[src/rtl/rf_exec_sequencer_pkg.sv]
// Shared widths, opcode encodings and FSM state encoding for the
// register-file execute sequencer and its ALU.
package rf_exec_sequencer_pkg;

    localparam int WORD_SIZE = 16;
    localparam int ADDR_W    = 2;
    localparam int IMM_W     = 8;

    localparam logic [2:0] OP_ADD = 3'd0;
    localparam logic [2:0] OP_SUB = 3'd1;
    localparam logic [2:0] OP_AND = 3'd2;
    localparam logic [2:0] OP_ORR = 3'd3;
    localparam logic [2:0] OP_NOT = 3'd4;
    localparam logic [2:0] OP_SHL = 3'd5;
    localparam logic [2:0] OP_ADI = 3'd6;
    localparam logic [2:0] OP_LHI = 3'd7;

    typedef enum logic [1:0] {
        ST_IDLE = 2'd0,
        ST_READ = 2'd1,
        ST_EXEC = 2'd2,
        ST_WB   = 2'd3
    } state_e;

    function automatic logic [WORD_SIZE-1:0] sext_imm(input logic [IMM_W-1:0] imm);
        return {{(WORD_SIZE-IMM_W){imm[IMM_W-1]}}, imm};
    endfunction

endpackage

[src/rtl/rf_exec_sequencer_alu.sv]
// Combinational 16-bit ALU; all arithmetic wraps modulo 2^16.
module rf_exec_alu
    import rf_exec_sequencer_pkg::*;
(
    input  logic [2:0]           op_i,
    input  logic [WORD_SIZE-1:0] a_i,
    input  logic [WORD_SIZE-1:0] b_i,
    input  logic [IMM_W-1:0]     imm_i,
    output logic [WORD_SIZE-1:0] result_o
);

    // Opcode decode to result
    always_comb begin
        result_o = {WORD_SIZE{1'b0}};
        case (op_i)
            OP_ADD:  result_o = a_i + b_i;
            OP_SUB:  result_o = a_i - b_i;
            OP_AND:  result_o = a_i & b_i;
            OP_ORR:  result_o = a_i | b_i;
            OP_NOT:  result_o = ~a_i;
            OP_SHL:  result_o = {a_i[WORD_SIZE-2:0], 1'b0};
            OP_ADI:  result_o = a_i + sext_imm(imm_i);
            OP_LHI:  result_o = {imm_i, {(WORD_SIZE-IMM_W){1'b0}}};
            default: result_o = {WORD_SIZE{1'b0}};
        endcase
    end

endmodule

[src/rtl/rf_exec_sequencer.sv]
// Fetch/execute/write-back sequencer driving a 4-entry register file:
// one instruction per four cycles, every register-file port driven from flops.
module rf_exec_sequencer
    import rf_exec_sequencer_pkg::*;
(
    input  logic                 clk,
    input  logic                 reset_n,
    input  logic                 in_valid,
    output logic                 in_ready,
    input  logic [2:0]           in_op,
    input  logic [ADDR_W-1:0]    in_rd,
    input  logic [ADDR_W-1:0]    in_rs,
    input  logic [ADDR_W-1:0]    in_rt,
    input  logic [IMM_W-1:0]     in_imm,
    output logic [ADDR_W-1:0]    rf_addr1,
    output logic [ADDR_W-1:0]    rf_addr2,
    input  logic [WORD_SIZE-1:0] rf_data1,
    input  logic [WORD_SIZE-1:0] rf_data2,
    output logic                 rf_write,
    output logic [ADDR_W-1:0]    rf_addr3,
    output logic [WORD_SIZE-1:0] rf_data3,
    output logic                 done,
    output logic                 zero
);

    state_e               state_q;
    logic [2:0]           op_q;
    logic [ADDR_W-1:0]    rd_q;
    logic [IMM_W-1:0]     imm_q;
    logic [WORD_SIZE-1:0] opa_q;
    logic [WORD_SIZE-1:0] opb_q;
    logic                 in_ready_q;
    logic                 rf_write_q;
    logic                 zero_q;
    logic [ADDR_W-1:0]    rf_addr1_q;
    logic [ADDR_W-1:0]    rf_addr2_q;
    logic [ADDR_W-1:0]    rf_addr3_q;
    logic [WORD_SIZE-1:0] rf_data3_q;
    logic [WORD_SIZE-1:0] alu_result_s;

    rf_exec_alu u_alu (
        .op_i     (op_q),
        .a_i      (opa_q),
        .b_i      (opb_q),
        .imm_i    (imm_q),
        .result_o (alu_result_s)
    );

    // Sequencer FSM with instruction/operand latches and register-file port drive
    always_ff @(posedge clk) begin
        if (!reset_n) begin
            state_q    <= ST_IDLE;
            op_q       <= 3'd0;
            rd_q       <= {ADDR_W{1'b0}};
            imm_q      <= {IMM_W{1'b0}};
            opa_q      <= {WORD_SIZE{1'b0}};
            opb_q      <= {WORD_SIZE{1'b0}};
            in_ready_q <= 1'b1;
            rf_write_q <= 1'b0;
            zero_q     <= 1'b0;
            rf_addr1_q <= {ADDR_W{1'b0}};
            rf_addr2_q <= {ADDR_W{1'b0}};
            rf_addr3_q <= {ADDR_W{1'b0}};
            rf_data3_q <= {WORD_SIZE{1'b0}};
        end else begin
            rf_write_q <= 1'b0;
            case (state_q)
                ST_IDLE: begin
                    if (in_valid) begin
                        op_q       <= in_op;
                        rd_q       <= in_rd;
                        imm_q      <= in_imm;
                        rf_addr1_q <= in_rs;
                        rf_addr2_q <= in_rt;
                        in_ready_q <= 1'b0;
                        state_q    <= ST_READ;
                    end else begin
                        in_ready_q <= 1'b1;
                        state_q    <= ST_IDLE;
                    end
                end
                ST_READ: begin
                    opa_q   <= rf_data1;
                    opb_q   <= rf_data2;
                    state_q <= ST_EXEC;
                end
                // Result lands in the write-port registers so WB drives them straight from flops
                ST_EXEC: begin
                    rf_write_q <= 1'b1;
                    rf_addr3_q <= rd_q;
                    rf_data3_q <= alu_result_s;
                    zero_q     <= (alu_result_s == {WORD_SIZE{1'b0}});
                    state_q    <= ST_WB;
                end
                ST_WB: begin
                    in_ready_q <= 1'b1;
                    state_q    <= ST_IDLE;
                end
                default: begin
                    in_ready_q <= 1'b1;
                    state_q    <= ST_IDLE;
                end
            endcase
        end
    end

    assign in_ready = in_ready_q;
    assign rf_addr1 = rf_addr1_q;
    assign rf_addr2 = rf_addr2_q;
    assign rf_write = rf_write_q;
    assign rf_addr3 = rf_addr3_q;
    assign rf_data3 = rf_data3_q;
    assign done     = rf_write_q;
    assign zero     = zero_q;

endmodule

[config.mk]
export PLATFORM = sky130hd
export DESIGN_NAME = rf_exec_sequencer
export DESIGN_NICKNAME = d
export VERILOG_FILES = /design/src/rtl/rf_exec_sequencer_pkg.sv /design/src/rtl/rf_exec_sequencer_alu.sv /design/src/rtl/rf_exec_sequencer.sv
export SDC_FILE = /design/constraint.sdc
export NUM_CORES = 1
export LEC_CHECK = 0
export CORE_MARGIN = 2
export CORE_UTILIZATION = 30
export DETAILED_ROUTE_END_ITERATION = 8
export DONT_BUFFER_PORTS = 1
export SYNTH_ARGS = -nofsm -noshare
export SYNTH_HDL_FRONTEND = slang
export SYNTH_HIERARCHICAL = 1
export SYNTH_SLANG_ARGS = --single-unit
[constraint.sdc]
create_clock -name clk -period 6.9 [get_ports clk]
set_input_delay 0.345 -clock clk [delete_from_list [all_inputs] [get_ports clk]]
set_output_delay 0.345 -clock clk [all_outputs]
set_load 0.05 [all_outputs]
; ---- Word-level counts from Yosys, hierarchy flattened
; Index checks and enable logic that the tools add are counted.
[word_totals]
input_bits = 52
elab_cells = 40
output_inout_bits = 26
reg_bits = 72
[op_classes]
eq_ne = 10
mux = 6
reduce_logical = 5
n_bitwise = 3
addsub = 3
[ops]
columns = operator, n
row1 = $pmux 16 s8, 1
row2 = $add 16x16->16, 2
row3 = $and 16x16->16, 1
row4 = $logic_not 16->1, 1
row5 = $not 16->16, 1
row6 = $or 16x16->16, 1
row7 = $sub 16x16->16, 1
row8 = $eq 3x3->1 const B, 4
row9 = $pmux 2 s4, 1
row10 = $eq 3x2->1 const B, 2
row11 = $eq 2x2->1 const B, 2
row12 = $eq 3x1->1 const B, 1
row13 = $logic_not 3->1, 1
row14 = $mux 1, 3
row15 = $eq 2x1->1 const B, 1
row16 = $logic_not 2->1, 1
row17 = $pmux 1 s2, 1
row18 = $reduce_and 2->1, 1
row19 = $reduce_bool 2->1, 1

; ---- Longest topological paths before layout
[depth]
depth_word = 3
depth_mapped = 18
mapped_depth_nobuf = 18

; ---- Hierarchy
; Netlist, hierarchy kept.
[modules_own_cells]
columns = module, cells_each, seq_area_each_um2, instances, area_each_um2
row1 = rf_exec_sequencer, 265, 1441.4, 1, 2845.2
row2 = rf_exec_alu, 341, 0.0, 1, 2119.5

; ---- Least setup slack after synthesis
; OpenSTA, ideal clock, no wires.
[synth_timing]
kind = register to register
start = reg op_q[0]
end = reg zero_q, in the netlist zero
required_ps = 6825
path_buffers = 3
path_slack_ps = 3203
synth_period_minus_slack_ps = 3697
path_stages_with_launch = 18
setup_ps = 75
arrival_time_ps = 3622
path_cell_list = dfxtp_1 > buf_2 > or3b_1 > clkbuf_1 > nand2_1 > clkbuf_1 > a21oi_1 > a211oi_1 > ha_1 > and2_1 > a221oi_1 > a211oi_1 > o2111ai_1 > a221o_1 > o211ai_2 > nor4_1 > nand3_1 > o22ai_1
[synth_between]
elab_chain_len = 3
elab_cells_between_ends = 10
cone_classes = 7 x eq/ne / 1 x mux / 2 x reduce/logical
[synth_lines]
columns = element, line_no
row1 = "start, declared", rf_exec_sequencer.sv:27  ; logic [2:0] op_q;
row2 = "start signal, assigned", rf_exec_sequencer.sv:70  ; op_q <= in_op;
row3 = "$eq 3x3->1, or another cell as far along", rf_exec_sequencer_alu.sv:15  ; case (op_i)
row4 = $pmux 16 s8 (*), rf_exec_sequencer_alu.sv:15
row5 = via alu_result_s[15], rf_exec_sequencer.sv:39  ; logic [WORD_SIZE-1:0] alu_result_s;
row6 = $logic_not 16->1 (*), rf_exec_sequencer.sv:92  ; zero_q <= (alu_result_s == {WORD_SIZE{1'b0}});
row7 = "end signal, assigned", rf_exec_sequencer.sv:92
row8 = "end, declared", rf_exec_sequencer.sv:34  ; logic zero_q;
; The timed path passes the listed nets; every way through them passes the cells marked *.
; A chain may end at the register's enable or synchronous reset.

; ---- Worst setup path in the final report
; Same ends and word-level chain as after synthesis.

==> run metrics <==
status complete, no violations; DRT Pass-1 Iters 6; Post-Syn Nets about 700; met3 Use GR 4.828%; Area Growth Syn to Fin 7.762%; Rel. slew slack around 28%; grt ovf 0; Worst Setup Start Kind flip-flop; number of global-route vias before repair 4,000; grt met2 use 24.70%; area of the multi-input gates 3277 sq um; met1 Resource Use GR 21.82%; gr usage total 16.19%; Ys Warns 6; largest net degree at the start of global routing 73; RSZ-0062 raised after global routing no; Period minus WS final 4.898 ns; Routed Antenna Nets 0; Syn Area/Cell approximately 8 sq um; core area ~16,000 sq um; hold-fix buffers at CTS 0; Max-Cap Viols 0; GP Congestion 0.9125; hold path depth 1; n_diodes 0; Die W 132.6 microns; WP data required 7.17 ns; Cell Rows 47; combinational power share 25.9%; Sequential Power Share between 40% and 50%; Post-synth EDFFs 0; post-route clock skew 0.005773 ns; Syn Inst Count 606; prevailing post-synth register cell dfxtp_1; Clk network pwr share 33.7%; drt wl/cell 17.55 microns; switching fraction of total power a little over a third; Final Hold Violating Endpoints 0; Initial Utilization 30.26%; CTS Root Cell clkbuf_16; via count 4,387; CP Class reg2reg; chip height 132.6 microns; CTS tree built; P_sw 0.4518 mW; Skew-Pair Late Insertion Delay about 0.34 ns; vias per cell roughly 5.4; Num CTS Buffers 9; initial antenna violation count 0; first-pass GRT wire length 22,400 microns; final setup vio count 0; IO Port Bufs 0; synth top area cells dfxtp_1 29%, mux2i_1 11%, nor2b_1 6.9%; Max Transition Viols Final 0; Peak supply drop 0.1371 mV; 1st-iter DRT viols 421; top cell type by total area after synthesis dfxtp_1; post-synthesis sequential area ratio 29.03%; min-delay worst type in2reg; asr flop ratio synth 0%; R2R depth 14; Reg area 1441 sq um; Worst-Margin Slew 1.079 ns; pwr/cell area 243.1 nW/um^2; final cell count without fillers 806; Leak 1.919 nW; fraction of layout cells with a size suffix above 1 ~6.7%; endpoint class of the critical path flip-flop; DP HPWL around 11,000 microns; CTS H-tree depth 3; Crit Path Max Fanout 25; #FFs+latches synth between 70 and 80; crit path DAT 5.16 ns; DP Cell Count 790; Clock Sinks just over 70; Cell Area, Synth 4965 sq um; CTS max path bufs 2; period utilization a little under three quarters; die area 17,590 sq um; setup TNS 0 ns; synth unique cells 64; clock-pin slew on the worst setup and hold paths about 0.050 ns; Layout fillers 1,726; internal power 0.8487 mW; fmax 0.2042 GHz; Top-Level Pins 78; global routing's busiest layer met2; top cell type's share of synthesized area 29.03%; PostCTS Resize Cnt 0; Post-Route WL 14,150 microns; Residual DRC 0; post-CTS setup buffer count 0; reg2reg setup slack 2.00 ns; fin nets 658
==> power by group through the flow <==
stage / Combinational, mW / Clock [mW] / Sequential (mW)
after CTS: 0.331 / 0.453 / 0.526
after floorplan: 0.283 / 0 / 0.512
after detailed placement: 0.329 / 0 / 0.535
after global placement: 0.328 / 0 / 0.535
after global routing: 0.371 / 0.471 / 0.532
final: 0.337 / 0.438 / 0.526
==> critical path, cell delays in order, from the launching register on <==
cell,delay (ns)
dfxtp_1,0.81
or3b_1,0.74
nand2_1,0.51
a21oi_1,0.12
a211oi_1,0.29
ha_1,0.32
and2_1,0.18
a221oi_1,0.48
a211oi_1,0.19
nor2_1,0.15
xnor2_1,0.08
a221o_1,0.35
nor4_1,0.33
nand3_1,0.11
o22ai_1,0.16
==> synth_stat cells (all sizes together), types with 11 or more instances <==
library cell	number
a21boi	17
a21oi	35
buf	13
clkbuf	27
dfxtp	72
ha	24
inv	11
mux2i	53
nand2	77
nand3	13
nor2	41
nor2b	55
o21ai	35
==> cells by family (layout without fill, tap and decap cells) <==
| family | count (synthesis) | after routing | share of synthesized area (%) |
|---|---|---|---|
| adders and majority gates | 33 | 33 | 8.065 |
| AOI/OAI and AO/OA | 157 | 157 | 21.87 |
| and+or+nand+nor | 230 | 230 | 23.51 |
| xor gates and xnor gates | 9 | 9 | 1.588 |
| DFF | 72 | 72 | 29.03 |
| muxes | 54 | 54 | 10.91 |
| buffers and inverters | 51 | 31 | 5.015 |
==> final timing paths <==
check	start	end
hold reg to reg	rd_q[0]$_SDFFE_PN0P_	rd_q[0]$_SDFFE_PN0P_
hold / removal	reset_n	in_ready$_SDFFE_PN1P_
setup reg to reg	op_q[0]$_SDFFE_PN0P_	zero$_SDFFE_PN0P_
setup / recovery	op_q[0]$_SDFFE_PN0P_	zero$_SDFFE_PN0P_
==> per-layer routing <==
metal  share of wire [%]  vias to the layer above
met3                 8.7                       25
met2                  44                      203
met1                  45                     2020
li1                    -                     2139
met4                 2.5                        0
met5                   0                        -
==> layout make-up <==
| type | count | area share, % |
|---|---|---|
| clock buffer | 12 | 4.794 |
| clock inverter | 4 | 0.5379 |
| inverter | 11 | 0.7717 |
| multi-input combinational | 483 | 61.25 |
| sequential | 72 | 26.94 |
| tap | 220 | 5.145 |
| timing repair buffer | 4 | 0.5613 |
==> cells in the final DEF, fill, tap and decap left out, types with 3 or more instances in the layout <==
master / n
a211oi_1: 8
a21o_1: 7
inv_1: 11
or3_1: 5
o221ai_1: 5
nand3_1: 13
clkbuf_16: 9
maj3_1: 8
o21a_1: 3
a222oi_1: 3
nor3_1: 7
xnor2_1: 4
a21boi_0: 7
mux2i_1: 53
a21oi_1: 35
xor2_1: 5
nor2_1: 41
a21boi_2: 10
a221o_1: 6
nand2_1: 76
nand3b_1: 4
o22ai_1: 8
and2_1: 6
nand2b_1: 5
a31oi_1: 4
buf_4: 4
dfxtp_1: 72
o21ai_0: 34
o311ai_0: 5
nor2b_1: 55
ha_1: 23
nor4_1: 6
==> flip-flops by register name, indices dropped and copies added (netlist names) <==
register / count
rf_addr1: 2
op_q: 3
in_ready: 1
rf_addr2: 2
rf_data3: 16
imm_q: 8
state_q: 2
zero: 1
done: 1
opb_q: 16
opa_q: 16
rd_q: 2
rf_addr3: 2
==> metrics by stage <==
stage | hold WS (ns) | cell area (sq um) | power (mW) | setup slack (ns) | utilization, %
floorplan | 0.4431 | 4965 | 0.7944 | 3.203 | -
global placement | 0.4396 | 5065 | 0.8639 | 2.198 | 30.87
detailed placement | 0.4538 | 5065 | 0.8648 | 2.100 | 30.87
CTS | 0.09721 | 5350 | 1.310 | 2.086 | 32.61
global route | 0.1088 | 5350 | 1.374 | 1.529 | 32.61
finish | 0.1373 | 5350 | 1.301 | 2.002 | 32.61
(Power assumes the default switching activity.)
